**src/rtl/uns_seq_mult.sv**
```systemverilog
// rtl/uns_seq_mult.sv - shift-and-add unsigned multiplier with BUSY/DONE handshake
// Optional MULT_EARLY_DONE_EN: finish as soon as no multiplier bits remain.
module uns_seq_mult #(
    parameter int A_WIDTH = 8,
    parameter int B_WIDTH = 8
) (
    input  logic                       SYS_CLOCK,
    input  logic                       FSM_RESET,
    input  logic                       GO,
    input  logic [A_WIDTH-1:0]         A,
    input  logic [B_WIDTH-1:0]         B,
    output logic [A_WIDTH+B_WIDTH-1:0] F_REG,
    output logic                       BUSY,
    output logic                       DONE
);

    localparam int PW = A_WIDTH + B_WIDTH;
    localparam int CW = $clog2(B_WIDTH) + 1;
    localparam logic [CW-1:0] CNT_LAST = CW'(B_WIDTH - 1);

    typedef enum logic [1:0] {
        S_IDLE = 2'd0,
        S_RUN  = 2'd1,
        S_FIN  = 2'd2
    } state_t;

    state_t          r_state;
    logic [PW-1:0]   r_a_reg;
    logic [PW-1:0]   r_acc;
    logic [B_WIDTH-1:0] r_b_reg;
    logic [CW-1:0]   r_cnt;

    logic [PW-1:0]   w_acc_next;
    logic            w_last;

    assign w_acc_next = r_acc + (r_b_reg[0] ? r_a_reg : '0);

`ifdef MULT_EARLY_DONE_EN
    // Stop once the bit being consumed is the last non-zero one.
    assign w_last = (r_cnt == CNT_LAST) || (r_b_reg[B_WIDTH-1:1] == '0);
`else
    assign w_last = (r_cnt == CNT_LAST);
`endif

    always_ff @(posedge SYS_CLOCK) begin
        if (FSM_RESET) begin
            r_state <= S_IDLE;
            r_a_reg <= '0;
            r_b_reg <= '0;
            r_acc   <= '0;
            r_cnt   <= '0;
            F_REG   <= '0;
            BUSY    <= 1'b0;
            DONE    <= 1'b0;
        end else begin
            case (r_state)
                S_IDLE: begin
                    DONE <= 1'b0;
                    if (GO) begin
                        r_a_reg <= {{B_WIDTH{1'b0}}, A};
                        r_b_reg <= B;
                        r_acc   <= '0;
                        r_cnt   <= '0;
                        BUSY    <= 1'b1;
                        r_state <= S_RUN;
                    end else begin
                        BUSY    <= 1'b0;
                    end
                end
                S_RUN: begin
                    r_acc   <= w_acc_next;
                    r_a_reg <= r_a_reg << 1;
                    r_b_reg <= r_b_reg >> 1;
                    r_cnt   <= r_cnt + CW'(1);
                    BUSY    <= 1'b1;
                    if (w_last) begin
                        F_REG   <= w_acc_next;
                        DONE    <= 1'b1;
                        r_state <= S_FIN;
                    end
                end
                S_FIN: begin
                    BUSY    <= 1'b0;
                    DONE    <= 1'b0;
                    r_state <= S_IDLE;
                end
                default: begin
                    BUSY    <= 1'b0;
                    DONE    <= 1'b0;
                    r_state <= S_IDLE;
                end
            endcase
        end
    end

endmodule

```
**config.mk**
```make
export PLATFORM = sky130hd
export DESIGN_NAME = uns_seq_mult
export DESIGN_NICKNAME = d
export VERILOG_FILES = /design/src/rtl/uns_seq_mult.sv
export SDC_FILE = /design/constraint.sdc
export NUM_CORES = 1
export LEC_CHECK = 0
export CORE_MARGIN = 2
export CORE_UTILIZATION = 51
export CTS_BUF_LIST = sky130_fd_sc_hd__clkbuf_4 sky130_fd_sc_hd__clkbuf_8 sky130_fd_sc_hd__clkbuf_16
export CTS_CLUSTER_SIZE = 24
export DETAILED_ROUTE_END_ITERATION = 8
export GPL_ROUTABILITY_DRIVEN = 0
export PLACE_DENSITY = 0.76
export SLEW_MARGIN = 25
export SYNTH_ARGS = -nofsm -noshare
export SYNTH_HDL_FRONTEND = slang
export SYNTH_SLANG_ARGS = --single-unit
export TNS_END_PERCENT = 20
```
**constraint.sdc**
```tcl
create_clock -name SYS_CLOCK -period 2.8 [get_ports SYS_CLOCK]
set_clock_uncertainty 0.2 [all_clocks]
set_input_delay 0.28 -clock SYS_CLOCK [delete_from_list [all_inputs] [get_ports SYS_CLOCK]]
set_output_delay 0.28 -clock SYS_CLOCK [all_outputs]
set_load 0.01 [all_outputs]
```
---- Word-level counts from Yosys, hierarchy flattened ----
Cells that the tools add are included.
storage, ports and cells
  logic and storage cells ................. 35
  output and inout port bits .............. 18
  register bits after elaboration ......... 64
  bits of input ports ..................... 19
cells by class
  equality and inequality tests ........... 4
  reduce and logical (&&, ||, !) cells .... 6
  $add $sub $neg .......................... 2
  bitwise gates (word level) .............. 1
  muxes and demuxes ....................... 14
operator list
  cell                 number
  $pmux 16 s2          2
  $mux 16              3
  $add 16x16->16       1
  $pmux 8 s2           1
  $mux 8               1
  $pmux 4 s2           1
  $reduce_and 2->1     3
  $add 4x1->4 const B  1
  $eq 4x3->1 const B   1
  $mux 2               2
  $mux 4               1
  $ne 2x2->1 const B   2
  $pmux 2 s2           1
  $eq 2x1->1 const B   1
  $logic_not 2->1      1
  $pmux 1 s2           1
  $reduce_bool 2->1    1
  $reduce_or 2->1      1
  $mux 1               1
  $not 1->1            1

---- Depth between registers and ports, before layout ----
  word-level depth ........................ 3
  gate-level depth with buffers ........... 9
  gate-level depth less buffers ........... 8

---- Worst setup path after synthesis ----
OpenSTA, ideal clock, no wires.
  kind .................................... register -> register
  start ................................... reg r_b_reg[0]
  end ..................................... reg r_acc[14]
  clock period less this slack ............ 2,659 ps
  setup time .............................. 117 ps
  setup slack ............................. 141 ps
  stages on the path, launching flop included .. 10
  arrival ................................. 2,341 ps
  path buffers ............................ 2
  data required time ...................... 2,483 ps
  cells stage by stage .................... dfxtp_1 > clkbuf_1 > and2_1 > ha_1 > buf_6 > a21o_1 > a31o_1 > a221o_1 > or3_1 > a32o_1
between the ends
  cells in the longest elaborated chain, start to end .. 3
RTL lines
  what                    RTL line  text
  start, declared         30        logic [B_WIDTH-1:0] r_b_reg;
  start signal, assigned  73        r_b_reg <= r_b_reg >> 1;
  $mux 16                 36        assign w_acc_next = r_acc + (r_b_reg[0] ? r_a_reg : '0);
  $add 16x16->16          36
  $pmux 16 s2             56        case (r_state)
  end signal, assigned    71        r_acc <= w_acc_next;
  end, declared           29        logic [PW-1:0] r_acc;
Every way passes these cells.
A chain may end at the register's enable or synchronous reset.

---- Final worst setup path ----
Same ends and word-level chain as after synthesis.

==> impl_metrics.json <==
{
  "outcome": "finished clean",
  "setup_ws_ns": 0.111,
  "grt_pass1_wl_mm": 13.7,
  "port_buffers": 36,
  "cp.required_ns": 2.85,
  "relSlewSlack_pct": 64.9,
  "root_buffer": "clkbuf_8",
  "power_density_nw_per_um2": 464,
  "synth_cell_type_count": 59,
  "grt_pass1_vias": 2870,
  "cts_buffers": 9,
  "hold_viol": 0,
  "grt_antenna_before_repair": 0,
  "path_clk_slew_ns": 0.08,
  "grtUsageTotal_pct": 24.1,
  "hpwl_mm": 5.88,
  "synth_nets": 435,
  "initial_core_util_pct": 52.7,
  "top_layer": "met4",
  "drive_above_1_share_pct": 11.5,
  "p_leak_nw": 1.61,
  "wl_met2_mm": 3.69,
  "die_x_um": 84.8,
  "routed_wl_mm": 8.47,
  "ff2ff_setup_slack_ns": 0.11,
  "slowest_stage": "fa_1",
  "area_growth_pct": 21.2,
  "drv_slew": 0,
  "cp.arrival_ns": 2.74,
  "clkSinkCount": 64,
  "crit_path_max_fanout": 17,
  "ys_ff_latch": 64,
  "start_kind": "flop",
  "ios": 37,
  "wl_met3_um": 634,
  "syn_area_per_cell_um2": 8.34,
  "hold_class": "flop to flop",
  "diodes": 0,
  "cap_violations": 0,
  "max_stage_delay_ns": 0.44,
  "clk_latency_ns": 0.37,
  "yosysSeqAreaShare_pct": 38.5,
  "cts_tree": "done",
  "fillers": 550,
  "synthCells": 399,
  "finalNonFillerCells": 520,
  "postRouteAntennaNets": 0,
  "placed_cells": 504,
  "via_per_inst": 6.06,
  "vdd_drop_max_uv": 365,
  "tns_ns": 0,
  "drtIter0Drc": 235,
  "ys_async_sr_fraction_pct": 0,
  "yosysWarnings": 0,
  "worstSetupEndpointType": "flop",
  "core_um2": 6310,
  "pre_cts_ws_ns": -0.00772,
  "worstMarginPinSlew_ns": 0.527,
  "num_vias": 3151,
  "cts_buffer_depth": 2,
  "fmax_mhz": 372,
  "dieArea_um2": 7190,
  "num-nets-final": 474,
  "die_y_um": 84.8,
  "drc": 0,
  "hold_buffers": 0,
  "finalCritPeriodShare_pct": 96.0,
  "setup_violations": 0,
  "grt_max_degree": 45,
  "fp-row-count": 29,
  "min_period_ns": 2.69,
  "rsz0062_at_grt": "yes",
  "crit_chain": "and2_1 > ha_1 > fa_1 > a21oi_2 > o21ai_0 > and3_2 > or3_1 > a32o_1",
  "syn-cell-area_um2": 3330,
  "wl_met1_mm": 3.93,
  "drtPass1Iterations": 5,
  "global_route.overflow_total": 0,
  "wire_per_inst_um": 16.3,
  "synth_edf_count": 0,
  "h-tree-depth": 3,
  "ys.flop_type": "dfxtp_1",
  "critical_path_class": "flop to flop"
}
## cells in the mapped netlist, drive strengths merged, types with 4 or more instances
cell | number | share of area, %
nor2 | 42 | 4.7
and3 | 7 | 1.4
nand2 | 56 | 6.3
or3 | 7 | 1.4
a22o | 14 | 3.7
o21ai | 16 | 2.4
a311oi | 15 | 3.9
a21oi | 24 | 3.6
o211ai | 4 | 0.90
o21a | 4 | 0.90
a211oi | 5 | 1.3
a32o | 5 | 1.5
clkbuf | 19 | 2.1
nand3 | 13 | 2.0
buf | 8 | 1.4
nand4 | 4 | 0.75
dfxtp | 64 | 38
and2 | 17 | 3.2
inv | 4 | 0.45
ha | 16 | 6.0
nor3 | 4 | 0.60
## where the power goes
group / total [mW] / switching [mW] / internal, mW
combinational: 0.154 / 0.0873 / 0.0667
clock: 0.763 / 0.384 / 0.379
sequential: 0.956 / 0.0210 / 0.935
## worst max-delay path: cells and delay by family (launching register included)
kind / cells / cell delay [ns]
and+or+nand+nor: 3 / 0.74
DFF: 1 / 0.39
AOI/OAI and AO/OA: 3 / 0.60
adders and majority gates: 2 / 0.64
## through the flow
step	area, um^2	util (%)	hold WS (ns)	power (mW)
global route	4030	63.9	0.276	1.93
CTS	4000	63.4	0.259	1.88
floorplan	3330	-	0.228	1.07
finish	4030	63.9	0.256	1.87
global placement	3810	60.4	0.246	1.13
detailed placement	3810	60.4	0.249	1.13
## area by class of cell
cell class | count | area, um^2 | share of cell area (%)
Clock buffer | 12 | 159 | 3.94
Clock inverter | 4 | 28.8 | 0.713
Inverter | 4 | 15.0 | 0.372
Multi-Input combinational cell | 304 | 1950 | 48.3
Sequential cell | 64 | 1280 | 31.8
Tap cell | 77 | 96.3 | 2.39
Timing Repair Buffer | 55 | 503 | 12.5
## metal layers
metal	vias up	track usage, %
met5	-	0
met4	0	8.95
met3	24	8.06
met2	123	36.1
met1	1459	32.4
li1	1545	-
## cells in the final DEF (no fill, tap or decap), drive strengths merged, types with 12 or more instances in the layout
cell type	count
buf	19
a21oi	24
ha	16
clkbuf	12
a22o	14
nor2	42
nand3	13
and2	17
dfxtp	64
clkdlybuf4s50	36
nand2	56
o21ai	16
a311oi	15
## repair_timing
action,4_1_cts,5_1_grt
resized for setup,1,7
pin swaps,0,1
cloned,0,0
endpoints found under the setup margin,1,13
setup buffers,0,0
## logic make-up after synthesis
family	count (synthesis)	share of synthesized area (%)
AND/OR/NAND/NOR	166	23.9
AO/OA/AOI/OAI	115	25.5
XOR/XNOR	6	1.58
flip-flops	64	38.5
adder cells (fa/ha/maj)	17	6.62
buffers and inverters	31	3.95
## final timing paths
kind,depth (start not counted),end,startpoint
setup / recovery,8,r_acc[14],r_b_reg[0]
setup reg to reg,8,r_acc[14],r_b_reg[0]
hold reg to reg,2,F_REG[7],F_REG[7]
hold / removal,2,F_REG[7],F_REG[7]
No activity file was read; power rests on OpenSTA's default activity.
